<file path="src/rtl/cdb_arbiter_pkg.sv">
// Shared types for the common data bus arbiter: ROB tag, data word and the
// broadcast record, plus a small modulo-increment helper.
`ifndef CDB_REQUESTERS
`define CDB_REQUESTERS 4
`endif

package cdb_arbiter_pkg;

   localparam int ROB_TAG_W       = 6;
   localparam int WORD_W          = 32;
   localparam int CDB_REQ_DEFAULT = `CDB_REQUESTERS;

   typedef logic [ROB_TAG_W-1:0] RobSize;
   typedef logic [WORD_W-1:0]    MemoryWord;

   typedef struct packed {
      RobSize    tag;
      MemoryWord value;
   } cdb;

   function automatic int next_index(input int idx, input int n);
      return (idx + 1 >= n) ? 0 : idx + 1;
   endfunction

endpackage

</file>
<file path="src/rtl/cdb_arbiter_fifo.sv">
// Per-requester result buffer: DEPTH-entry circular FIFO with a synchronous
// clear used for mispredict squash.
module cdb_fifo
   import cdb_arbiter_pkg::*;
#(
   parameter  int DEPTH = 2,
   localparam int PTR_W = (DEPTH > 1) ? $clog2(DEPTH) : 1,
   localparam int CNT_W = $clog2(DEPTH + 1)
) (
   input  logic             clk,
   input  logic             reset,
   input  logic             clear,
   input  logic             push,
   input  logic             pop,
   input  cdb               din,
   output cdb               dout,
   output logic             full,
   output logic             empty,
   output logic [CNT_W-1:0] count
);

   logic [PTR_W-1:0] wr_ptr;
   logic [PTR_W-1:0] rd_ptr;
   logic             do_push;
   logic             do_pop;
   cdb               mem [DEPTH];

   assign full    = (count == CNT_W'(DEPTH));
   assign empty   = (count == '0);
   assign do_push = push && !full && !clear;
   assign do_pop  = pop && !empty && !clear;
   assign dout    = mem[rd_ptr];

   // NOTE: sequential state uses non-blocking assignments so every register samples pre-edge values.
   always_ff @(posedge clk or negedge reset) begin
      if (!reset) begin
         wr_ptr <= '0;
         rd_ptr <= '0;
         count  <= '0;
      end else if (clear) begin
         wr_ptr <= '0;
         rd_ptr <= '0;
         count  <= '0;
      end else begin
         if (do_push) wr_ptr <= PTR_W'(next_index(int'(wr_ptr), DEPTH));
         if (do_pop)  rd_ptr <= PTR_W'(next_index(int'(rd_ptr), DEPTH));
         case ({do_push, do_pop})
            2'b10:   count <= count + CNT_W'(1);
            2'b01:   count <= count - CNT_W'(1);
            default: count <= count;
         endcase
      end
   end

   // NOTE: storage is deliberately not reset; count/pointers gate every read, so stale words are unreachable.
   always_ff @(posedge clk) begin
      if (do_push) mem[wr_ptr] <= din;
   end

endmodule

</file>
<file path="src/rtl/cdb_arbiter.sv">
// Two-slot common data bus arbiter: buffers results per functional unit and
// broadcasts up to two per cycle in round-robin order from rr_ptr.
module cdb_arbiter
   import cdb_arbiter_pkg::*;
#(
   parameter int NUM_REQ    = CDB_REQ_DEFAULT,
   parameter int FIFO_DEPTH = 2
) (
   input  logic                   clk,
   input  logic                   reset,
   input  logic      [NUM_REQ-1:0] req_valid,
   input  RobSize    [NUM_REQ-1:0] req_tag,
   input  MemoryWord [NUM_REQ-1:0] req_value,
   output logic      [NUM_REQ-1:0] req_ready,
   input  logic                   flush,
   output cdb                     cdb1,
   output cdb                     cdb2,
   output logic                   pending
);

   localparam int IDX_W = (NUM_REQ > 1) ? $clog2(NUM_REQ) : 1;
   localparam int CNT_W = $clog2(FIFO_DEPTH + 1);

   logic [NUM_REQ-1:0] push;
   logic [NUM_REQ-1:0] pop;
   logic [NUM_REQ-1:0] full;
   logic [NUM_REQ-1:0] empty;
   cdb                 head [NUM_REQ];
   logic [CNT_W-1:0]   fifo_count [NUM_REQ];

   logic [IDX_W-1:0] rr_ptr;
   logic [IDX_W-1:0] rr_next;
   logic [IDX_W-1:0] g1_idx;
   logic [IDX_W-1:0] g2_idx;
   logic             g1_valid;
   logic             g2_valid;

   for (genvar i = 0; i < NUM_REQ; i++) begin : g_fifo
      cdb din;

      // Tag 0 means "no result": such requests are silently dropped.
      assign req_ready[i] = !full[i];
      assign push[i]      = req_valid[i] && req_ready[i] && !flush && (req_tag[i] != '0);
      assign din          = '{tag: req_tag[i], value: req_value[i]};

      cdb_fifo #(.DEPTH(FIFO_DEPTH)) u_fifo (
         .clk   (clk),
         .reset (reset),
         .clear (flush),
         .push  (push[i]),
         .pop   (pop[i]),
         .din   (din),
         .dout  (head[i]),
         .full  (full[i]),
         .empty (empty[i]),
         .count (fifo_count[i])
      );

      always_ff @(posedge clk) begin
         if (reset) assert (empty[i] == (fifo_count[i] == '0));
      end
   end

   assign pending = |(~empty);

   // NOTE: every always_comb output gets a default first so no path can infer a latch.
   always_comb begin
      logic [IDX_W-1:0] sel;
      int               idx;
      g1_valid = 1'b0;
      g2_valid = 1'b0;
      g1_idx   = '0;
      g2_idx   = '0;
      pop      = '0;
      rr_next  = rr_ptr;
      sel      = '0;
      idx      = 0;
      for (int k = 0; k < NUM_REQ; k++) begin
         idx = int'(rr_ptr) + k;
         if (idx >= NUM_REQ) idx = idx - NUM_REQ;
         sel = IDX_W'(idx);
         if (!flush && !empty[sel]) begin
            if (!g1_valid) begin
               g1_valid = 1'b1;
               g1_idx   = sel;
            end else if (!g2_valid) begin
               g2_valid = 1'b1;
               g2_idx   = sel;
            end
         end
      end
      if (g1_valid) pop[g1_idx] = 1'b1;
      if (g2_valid) pop[g2_idx] = 1'b1;
      if (g2_valid)      rr_next = IDX_W'(next_index(int'(g2_idx), NUM_REQ));
      else if (g1_valid) rr_next = IDX_W'(next_index(int'(g1_idx), NUM_REQ));
   end

   always_ff @(posedge clk or negedge reset) begin
      if (!reset) begin
         rr_ptr <= '0;
         cdb1   <= '0;
         cdb2   <= '0;
      end else begin
         rr_ptr <= rr_next;
         cdb1   <= g1_valid ? head[g1_idx] : '0;
         cdb2   <= g2_valid ? head[g2_idx] : '0;
      end
   end

endmodule

</file>
<file path="config.mk">
export PLATFORM = sky130hd
export DESIGN_NAME = cdb_arbiter
export DESIGN_NICKNAME = d
export VERILOG_FILES = /design/src/rtl/cdb_arbiter_pkg.sv /design/src/rtl/cdb_arbiter_fifo.sv /design/src/rtl/cdb_arbiter.sv
export SDC_FILE = /design/constraint.sdc
export NUM_CORES = 1
export LEC_CHECK = 0
export ABC_CLOCK_PERIOD_IN_PS = 10400
export BUFFER_PORTS_ARGS = -buffer_cell sky130_fd_sc_hd__buf_2
export CAP_MARGIN = 20
export CORE_MARGIN = 1.5
export CORE_UTILIZATION = 60
export CTS_BUF_LIST = sky130_fd_sc_hd__clkbuf_16
export DETAILED_ROUTE_END_ITERATION = 8
export PLACE_DENSITY = 0.86
export SYNTH_ARGS = -nofsm -noshare
export SYNTH_HDL_FRONTEND = slang
export SYNTH_SLANG_ARGS = --single-unit
</file>
<file path="constraint.sdc">
create_clock -name clk -period 10.4 [get_ports clk]
set_input_delay 1.56 -clock clk [delete_from_list [all_inputs] [get_ports clk]]
set_output_delay 1.56 -clock clk [all_outputs]
set_load 0.01 [all_outputs]
</file>
# == Yosys cells after proc, flatten, opt, wreduce, memory -nomap -nowiden ==
# Memory sizes are Yosys's and may differ from the RTL's.
# Index checks and enable logic that the tools add are counted.
# totals
ff_bits,94
ram_bits,304
input_bits,159
output_inout_bits,81
word_cells,250
mem_count,4
# op_classes
addsub,25
magnitude_cmp,24
eq_ne,12
muxes,95
bitwise,4
reduce_logical,69
# memory_table
name,words,width,rd,rd_ports_with_merged_regs,wr,line,text
g_fifo[0].u_fifo.mem,2,38,1,0,1,cdb_arbiter_fifo.sv:26,cdb mem [DEPTH];
g_fifo[1].u_fifo.mem,2,38,1,0,1,cdb_arbiter_fifo.sv:26,
g_fifo[2].u_fifo.mem,2,38,1,0,1,cdb_arbiter_fifo.sv:26,
g_fifo[3].u_fifo.mem,2,38,1,0,1,cdb_arbiter_fifo.sv:26,
# ops
op,n
$mux W38,6
$bmux W38 S2,2
$mux W2,27
$mux W1,48
$logic_and A1 B1 Y1,34
$reduce_bool A6 Y1,4
$ge A3 B3 Y1 const B,7
$lt A2 B3 Y1 const B,6
$reduce_bool A2 Y1,9
$add A1 B1 Y2 const B,8
$eq A2 B2 Y1 const B,8
$ge A2 B2 Y1 const B,8
$pmux W2 S2,4
$sub A2 B1 Y2 const B,8
$logic_not A1 Y1,13
$reduce_bool A3 Y1,4
$add A2 B1 Y3 const B,3
$add A2 B1 Y2 const B,4
$bmux W1 S2,4
$eq A2 B1 Y1 const B,4
$logic_not A2 Y1,4
$mux W4,2
$add A2 B2 Y3 const B,2
$not A2 Y3,2
6 further kinds,8

# == Longest topological paths before layout ==
# Gate-level depths: netlist of run 1.
# logic_depth
depth_word,26
depth_mapped,16
ltp_nobuf,15

# == By module ==
# A second synthesis of run 1 with hierarchy kept.
# unflattened
cells_unflattened,1219
hier_area_um2,17690.7
# by_module_without_submodules
module,instances,cells_each,area_each_um2,seq_area_each_um2
cdb_fifo,4,144,2965.3,2382.3
cdb_arbiter,1,643,5829.3,1951.9

# == Least setup slack after synthesis of run 1 ==
# OpenSTA, ideal clock, no wires.
# synth_timing
path_type,input-to-reg
startpoint,in flush
endpoint,mem g_fifo[1].u_fifo.mem[0][0] in the netlist's numbering (enable)
setup_ns,0.438
t_arrival_ns,4.279
required_time_ns,9.962
path_slack_ns,5.683
stages,6
path_buffers,3
path_cell_list,buf_2 -> inv_1 -> clkbuf_1 -> and4_1 -> clkbuf_1 -> nor2b_1
# synth_via
elab_chain_len,7
# synth_lines
element,line,text
"start, declared",cdb_arbiter.sv:15,"input logic flush,"
$logic_not A1 Y1 *,"cdb_arbiter_fifo.sv:30, cdb_arbiter.sv:43",
$logic_and A1 B1 Y1 (2 in series),cdb_arbiter.sv:43,assign push[i] = req_valid[i] && req_ready[i] && !flush && (req_tag[i] != '0);
$logic_and A1 B1 Y1,cdb_arbiter_fifo.sv:30,assign do_push = push && !full && !clear;
$logic_and A1 B1 Y1 *,cdb_arbiter_fifo.sv:30,
$mux W1 *,cdb_arbiter_fifo.sv:57,if (do_push) mem[wr_ptr] <= din;
$mux W1 (not written as such) *,cdb_arbiter_fifo.sv:57,
"end, declared",cdb_arbiter_fifo.sv:26,
# Every way passes the cells marked *; elsewhere a longest branch is shown, timed or not.

# == Worst setup path after layout of run 1 ==
# layout_timing
startpoint,in flush
endpoint,reg g_fifo[1].u_fifo.rd_ptr
# layout_via
elab_chain_len,20
word_cells_on_any_way,47
classes_between,4 x order compare; 32 x mux; 1 x bitwise; 10 x reduce/logical
# layout_lines
element,line,text
$logic_not A1 Y1,"cdb_arbiter_fifo.sv:31, cdb_arbiter.sv:82",
$logic_and A1 B1 Y1,cdb_arbiter.sv:82,if (!flush && !empty[sel]) begin
$mux W1,cdb_arbiter.sv:82,
$mux W2 / $mux W1 (equally long branches),cdb_arbiter.sv:83,if (!g1_valid) begin
$mux W2 / $mux W1 (equally long branches),cdb_arbiter.sv:82,
$mux W2,cdb_arbiter.sv:86,end else if (!g2_valid) begin
$mux W2,cdb_arbiter.sv:83,
$mux W2,cdb_arbiter.sv:82,
(+3 left out),-,
$lt A2 B3 Y1 (not written as such) / $ge A2 B1 Y1 (equally long branches),cdb_arbiter.sv:93,if (g2_valid) pop[g2_idx] = 1'b1;
$logic_and A1 B1 Y1 (not written as such),cdb_arbiter.sv:93,
$mux W1 (not written as such),cdb_arbiter.sv:93,
$demux W1 S2,cdb_arbiter.sv:93,
$or A4 B4 Y4 (no source line),-,
$mux W4,cdb_arbiter.sv:93,
$logic_and A1 B1 Y1 (2 in series),cdb_arbiter_fifo.sv:31,assign do_pop = pop && !empty && !clear;
$reduce_bool A2 Y1 (no source line),-,
"end signal, assigned",cdb_arbiter_fifo.sv:46,"if (do_pop) rd_ptr <= PTR_W'(next_index(int'(rd_ptr), DEPTH));"
"end, declared",cdb_arbiter_fifo.sv:23,logic [PTR_W-1:0] rd_ptr;
# Parallel ways exist; a longest one is shown, timed or not.
# A chain may end at the register's enable or synchronous reset.

==> impl_metrics.json, run 1 <==
{
  "syn_area_um2": 16900,
  "place_congestion": 0.915,
  "layout_common_cells": "304 x edfxtp_1, 238 x buf_2, 118 x nor2_1",
  "yosys_warnings": 0,
  "drv_slew": 0,
  "fin_crit_sh_pct": 50.5,
  "clockRootBuffer": "clkbuf_16",
  "wirelength_mm": 45.3,
  "holdCritStartpoint": "g_fifo[1].u_fifo.rd_ptr$_DFFE_PN0P_",
  "num_rows": 61,
  "cts_hold_buf": 0,
  "ctsResizeCount": 0,
  "die_area_um2": 29200,
  "crit_arrival_ns": 5.69,
  "path_cells": "buf_2, inv_1, o2111ai_2, o21ai_1, a21oi_4, buf_4, buf_4, inv_1, ha_1, nand2_1, a21boi_0, o21ai_0, a21oi_1",
  "path_max_fanout": 87,
  "min_to": "g_fifo[1].u_fifo.rd_ptr$_DFFE_PN0P_",
  "drt_pass1_iterations": 6,
  "critPathSlowestCell": "buf_4",
  "power_density_nw_per_um2": 254,
  "synth_top_area_share_pct": 53.9,
  "cts_tree": "built",
  "drc": 0,
  "synth-edff-count": 304,
  "insertion_delay_ns": 0.55,
  "peakVddDrop_mv": 0.195,
  "setup_viol": 0,
  "area_delta_synth_final_pct": 15.9,
  "dp_slack_ns": 4.76,
  "grt_usage_pct": 31.2,
  "setup_tns_ns": 0,
  "postCtsSetupBuffers": 0,
  "syn_area_per_cell_um2": 13.6,
  "hold_viol_final": 0,
  "ys_ff_latch": 398,
  "status": "finished, final reports clean",
  "reg2regPathDepth": 12,
  "r2r-start": "g_fifo[1].u_fifo.count[1]$_DFFE_PN0P_",
  "grt_overflow": 0,
  "synthFlopType": "edfxtp_1",
  "finClkSkew_ns": 0.0165,
  "timing.slew.headroom_pct": 28.4,
  "drt-initial-drc-count": 1606,
  "max_cap_viol_count": 0,
  "reg2reg_to": "g_fifo[1].u_fifo.rd_ptr$_DFFE_PN0P_",
  "worst_setup_path_end_kind": "register",
  "synth_top_area_cell": "edfxtp_1",
  "r2r_slack_ns": 5.95,
  "antenna_found_initial": 4,
  "worst_slew_pin_slew_ns": 1.07,
  "required_ns": 10.84,
  "io_buffers": 239,
  "netlist_instances": 1248,
  "fmax_ghz": 0.191,
  "coreArea_um2": 27800,
  "cts.sinks": 398,
  "synth_top_cells_by_area": "edfxtp_1 54%, dfrtp_1 14%, mux2_2 5.1%, mux2i_1 4.7%, a21oi_1 3.4%",
  "final_common_cell": "edfxtp_1",
  "syn-num-nets": 1414,
  "ctsLongestPathBuffers": 3,
  "ios": 240,
  "min_period_ns": 5.25,
  "path_class": "primary input to register",
  "clkTransAtPathRegs_ns": 0.06,
  "grt_pass1_wl_mm": 66.7,
  "num_vias": 11600,
  "die_h_um": 171,
  "ant_nets": 0,
  "htreeDepth": 2,
  "cts-buffers-inserted": 40,
  "grt_pass1_vias": 11500,
  "hold_class": "register to register",
  "yosysSeqAreaShare_pct": 67.8,
  "num-nets-final": 1623,
  "vias_per_cell": 6.19,
  "grt_max_degree": 96,
  "drive_gt1_share_pct": 28.4,
  "synthDistinctLibCells": 68,
  "critPathLaunchType": "primary input",
  "fin_ws_ns": 5.15,
  "whs_ns": 0.592,
  "die_w_um": 171,
  "leakagePower_nw": 7.54,
  "initial_core_util_pct": 60.9,
  "routedWlPerCell_um": 24.2,
  "slowest_delay_ns": 0.80,
  "hold_path_depth": 2,
  "synth-async-reset-ratio_pct": 23.6,
  "dp_hpwl_mm": 30.4,
  "rsz0062_at_grt": "no"
}
flip-flops by register name, indices dropped and copies added, names as in the netlist:
| signal | count |
|---|---|
| g_fifo.u_fifo.mem | 304 |
| cdb1 | 38 |
| cdb2 | 38 |
| g_fifo.u_fifo.count | 8 |
| g_fifo.u_fifo.rd_ptr | 4 |
| g_fifo.u_fifo.wr_ptr | 4 |
| rr_ptr | 2 |
worst max path at each step:
stage,startpoint,end,slack [ns],cells past startpoint
floorplan,flush,g_fifo[1].u_fifo.mem[0][0]$_DFFE_PP_,5.68,6
CTS,flush,g_fifo[1].u_fifo.rd_ptr$_DFFE_PN0P_,5.30,13
finish,flush,g_fifo[1].u_fifo.rd_ptr$_DFFE_PN0P_,5.15,13
global route,flush,g_fifo[0].u_fifo.count[1]$_DFFE_PN0P_,4.93,13
global placement,flush,g_fifo[0].u_fifo.rd_ptr$_DFFE_PN0P_,4.94,13
detailed placement,flush,g_fifo[1].u_fifo.count[1]$_DFFE_PN0P_,4.76,13
worst max-delay path, delay by kind of cell:
| kind | cells | cell delay (ns) |
|---|---|---|
| fa+ha+maj | 1 | 0.24 |
| buf+inv | 5 | 2.48 |
| compound gates | 6 | 1.24 |
| simple gates | 1 | 0.08 |
final cells by class:
cell class | instances | area [um^2]
Timing Repair Buffer | 259 | 1390
Clock buffer | 41 | 1030
Antenna cell | 3 | 7.51
Tap cell | 378 | 473
Multi-Input combinational cell | 749 | 5020
Sequential cell | 398 | 11500
Inverter | 9 | 33.8
Clock inverter | 32 | 181
Fill cell | 1857 | 8160
through the flow:
step	cells	area [um^2]	utilization [%]	power (mW)
floorplan	1248	16900	-	3.11
global placement	1790	18300	66.0	3.57
detailed placement	1790	18300	66.0	3.60
CTS	1863	19500	70.4	4.94
global route	1867	19600	70.6	5.18
finish	1869	19600	70.6	4.98
cells in the mapped netlist, types with 2 or more instances:
master,count
edfxtp_1,304
nor2_1,120
a21oi_1,115
nand2_1,99
dfrtp_1,94
mux2i_1,79
mux2_2,77
o211ai_1,58
clkbuf_1,45
o22ai_1,40
buf_2,35
o21ai_0,16
nor3_1,15
a31o_2,11
xnor2_1,9
inv_1,8
nor4_1,8
ha_1,7
nand3_1,7
o21ai_1,6
a31oi_1,5
buf_4,5
or3_1,5
and2_1,4
buf_1,4
nand2b_1,4
nor2b_1,4
or2_1,4
a211oi_1,3
a21o_1,3
and4_1,3
buf_6,3
nand4_1,3
o21a_1,3
a21boi_1,2
a22o_1,2
a22oi_1,2
nand4b_1,2
nor2_4,2
nor4b_1,2
o22a_1,2
or4_1,2
power breakdown:
part,switching [mW],internal (mW),total (mW),leakage (nW)
Combinational,1.09,0.571,1.66,2.84
Sequential,0.0998,1.87,1.97,4.05
Clock,0.598,0.742,1.34,0.653
Total,1.79,3.19,4.98,7.54
layer usage:
metal | vias to the layer above | GRT usage, % | routed length [um]
li1 | 5111 | - | -
met1 | 5617 | 37.0 | 15900
met2 | 698 | 52.7 | 22400
met3 | 137 | 5.78 | 3920
met4 | 2 | 20.2 | 3060
met5 | - | 0 | 13
cell families after synthesis:
group / after synthesis / synth area share (%)
buffers and inverters: 101 / 2.74
xor gates and xnor gates: 10 / 0.517
DFF: 398 / 67.8
and+or+nand+nor: 290 / 7.55
AOI/OAI and AO/OA: 285 / 10.9
muxes: 157 / 9.93
adders and majority gates: 7 / 0.517
Note: power is estimated with default switching activity, not from simulation.
==> inputs of run 2 (changes only) <==
--- a/config.mk
+++ b/config.mk
@@ -5,14 +5,15 @@
 export SDC_FILE = /design/constraint.sdc
 export NUM_CORES = 1
 export LEC_CHECK = 0
-export ABC_CLOCK_PERIOD_IN_PS = 10400
+export ABC_AREA = 1
+export ABC_CLOCK_PERIOD_IN_PS = 4490
 export BUFFER_PORTS_ARGS = -buffer_cell sky130_fd_sc_hd__buf_2
 export CAP_MARGIN = 20
 export CORE_MARGIN = 1.5
-export CORE_UTILIZATION = 60
+export CORE_UTILIZATION = 52
 export CTS_BUF_LIST = sky130_fd_sc_hd__clkbuf_16
 export DETAILED_ROUTE_END_ITERATION = 8
-export PLACE_DENSITY = 0.86
+export PLACE_DENSITY = 0.79
 export SYNTH_ARGS = -nofsm -noshare
 export SYNTH_HDL_FRONTEND = slang
 export SYNTH_SLANG_ARGS = --single-unit
==> constraint.sdc (replaced) <==
create_clock -name clk -period 4.49 [get_ports clk]
set_input_delay 0.6735 -clock clk [delete_from_list [all_inputs] [get_ports clk]]
set_output_delay 0.6735 -clock clk [all_outputs]
set_load 0.01 [all_outputs]
==> run 2 against run 1 <==
Compared with the run above: sequential cell count stayed put; worst setup slack got worse by 4.4 ns; wire length is 3.9% higher; combinational power increased to 5.0 times the previous value; largest cell class unchanged; highest routed layer unchanged.
==> impl_metrics.json, run 2 <==
{
  "status": "finished, final reports clean",
  "routedWlPerCell_um": 21.4,
  "yosysMostFrequentCell": "nand2_1",
  "leakagePower_nw": 8.45,
  "max_cap_viol_count": 0,
  "insertion_delay_ns": 0.55,
  "yosys_warnings": 0,
  "critPathLaunchType": "register",
  "ios": 240,
  "io_buffers": 239,
  "grt_usage_pct": 28.2,
  "coreArea_um2": 31900,
  "syn-num-nets": 1659,
  "synth_xor_area_share_pct": 0.199,
  "synthFlopType": "edfxtp_1",
  "seq_power_share_pct": 29.8,
  "ctsLongestPathBuffers": 3,
  "num_vias": 12400,
  "dp_hpwl_mm": 32.8,
  "place_congestion": 0.958,
  "peakVddDrop_mv": 0.754,
  "p_int_mw": 9.30,
  "clkTransAtPathRegs_ns": 0.06,
  "path_class": "register to register",
  "r2r-start": "rr_ptr[0]$_DFFE_PN0P_",
  "layout_common_cells": "510 x nand2_1, 304 x edfxtp_1, 238 x buf_2",
  "drt-initial-drc-count": 1105,
  "drive_gt1_share_pct": 21.8,
  "yosys.area_share.simple_pct": 15.4,
  "num_rows": 65,
  "path_cells": "inv_2, nand2_1, nand2_1, nand2_1, nand2_1, nor2_1, ha_1, or2_0, o21ai_0, nand2_1, o21ai_2, nand2_2, nand2_4, inv_2, ha_1, nand2_1, o21ai_2, nand2_1, nand2_1, nand2_1, nand3_1, o21ai_1",
  "final_common_cell": "nand2_1",
  "required_ns": 4.95,
  "yosysSeqAreaShare_pct": 67.6,
  "setup_viol": 0,
  "rsz0062_at_grt": "no",
  "antenna_found_initial": 2,
  "synth_top_area_share_pct": 53.7,
  "crit_start": "rr_ptr[0]$_DFFE_PN0P_",
  "path_max_fanout": 38,
  "htreeDepth": 2,
  "drt_pass1_iterations": 5,
  "die_h_um": 184,
  "fin_crit_sh_pct": 82.3,
  "synth_top_cells_by_area": "edfxtp_1 54%, dfrtp_1 14%, nand2_1 11%, mux2i_1 4.5%, a21oi_1 2.6%",
  "hold_viol_final": 0,
  "fmax_ghz": 0.271,
  "antennaDiodeCount": 0,
  "reg.largest.list": "g_fifo.u_fifo.mem x304, cdb1 x38, cdb2 x38",
  "crit_arrival_ns": 4.15,
  "finClkSkew_ns": 0.0209,
  "sw_frac_of_total_pct": 44.6,
  "drv_slew": 0,
  "critPathSlowestCell": "dfrtp_1",
  "synth_top_area_cell": "edfxtp_1",
  "synthDistinctLibCells": 38,
  "setup_tns_ns": 0,
  "syn_area_um2": 17000,
  "switchingPower_mw": 7.48,
  "timing.slew.headroom_pct": 35.4,
  "syn_area_per_cell_um2": 11.4,
  "netlist_instances": 1493,
  "ant_nets": 0,
  "ys_top_cells_by_count": "510 x nand2_1, 304 x edfxtp_1, 94 x dfrtp_1",
  "regMostFlops": "g_fifo.u_fifo.mem",
  "p_comb_share_pct": 49.0,
  "fin_util_pct": 63.0,
  "ys_ff_latch": 398,
  "worst_slew_pin_slew_ns": 0.970,
  "worst_setup_path_end_kind": "register",
  "min_period_ns": 3.69,
  "synth.area.mux_share_pct": 4.48,
  "crit_buf_inv": 2,
  "ctsResizeCount": 0,
  "synth_top_family_by_area": "simple AND/OR/NAND/NOR gates",
  "synth-edff-count": 304,
  "grt_overflow": 0,
  "initial_core_util_pct": 53.3,
  "hold_class": "primary input to asynchronous set/reset pin",
  "num-nets-final": 1893,
  "clockPowerShare_pct": 21.1,
  "die_w_um": 184,
  "cp_top_family": "simple AND/OR/NAND/NOR gates",
  "die_area_um2": 33800,
  "postCtsSetupBuffers": 0,
  "grt_max_degree": 64,
  "drc": 0,
  "area_delta_synth_final_pct": 18.3,
  "yosys.area_share.adder_pct": 0.516,
  "grt_pass1_wl_mm": 70.2,
  "synth-async-reset-ratio_pct": 23.6,
  "cts_tree": "built",
  "cp_common_cell": "nand2_1",
  "cts.sinks": 398,
  "cts-buffers-inserted": 42,
  "largest_reg_flops": 304,
  "clockRootBuffer": "clkbuf_16",
  "cts_hold_buf": 0,
  "vias_per_cell": 5.63,
  "grt_pass1_vias": 12300,
  "power_density_nw_per_um2": 835,
  "wirelength_mm": 47.1,
  "synth_compound_area_share_pct": 7.72,
  "slowest_delay_ns": 0.63
}
-- run 2: logic make-up after synthesis --
| logic type | Yosys count |
|---|---|
| xor+xnor | 3 |
| mux | 76 |
| fa+ha+maj | 7 |
| flops | 398 |
| simple gates | 646 |
| buf+inv | 156 |
| compound gates | 207 |
-- run 2: layout make-up --
type,instances,area [um^2]
Sequential cell,398,11500
Clock inverter,35,349
Inverter,80,300
Tap cell,435,544
Multi-Input combinational cell,939,4880
Fill cell,2522,11800
Timing Repair Buffer,266,1460
Clock buffer,43,1080
-- run 2: power by group through the flow --
stage | clock [mW] | combinational (mW) | sequential, mW
3_3_place_gp | 0 | 7.81 | 5.06
4_1_cts | 3.59 | 8.03 | 5.00
3_5_place_dp | 0 | 7.96 | 5.06
2_1_floorplan | 0 | 5.75 | 5.04
6_report | 3.55 | 8.23 | 5.01
5_1_grt | 3.74 | 9.01 | 5.05
-- run 2: final timing paths --
kind,end,slack (ns),cells after the start
max,g_fifo[3].u_fifo.count[0]$_DFFE_PN0P_,0.80,22
min,cdb2[5]$_DFF_PN0_,0.24,1
max reg2reg,g_fifo[3].u_fifo.count[0]$_DFFE_PN0P_,0.80,22
min reg2reg,g_fifo[1].u_fifo.count[0]$_DFFE_PN0P_,0.57,1
max in group asynchronous,cdb1[11]$_DFF_PN0_,3.24,2
min in group clk,g_fifo[3].u_fifo.mem[0][18]$_DFFE_PP_,0.31,1
-- run 2: metrics by stage --
step                worst slack (ns)  hold WS [ns]  std cells  cell area [um^2]  total power, mW
floorplan                       1.28         0.378       1493             17000             10.8
global placement               0.820         0.530       2114             18600             12.9
detailed placement             0.727         0.537       2114             18600             13.0
CTS                            0.829         0.252       2192             20000             16.6
global route                   0.378         0.296       2196             20100             17.8
finish                         0.796         0.237       2196             20100             16.8
-- run 2: layer usage --
| metal | vias up | share of wire (%) | GRT usage [%] |
|---|---|---|---|
| li1 | 5641 | - | - |
| met1 | 5982 | 36 | 33.4 |
| met2 | 610 | 50 | 49.4 |
| met3 | 118 | 7.9 | 5.71 |
| met4 | 2 | 5.2 | 13.4 |
| met5 | - | 0.036 | 0 |
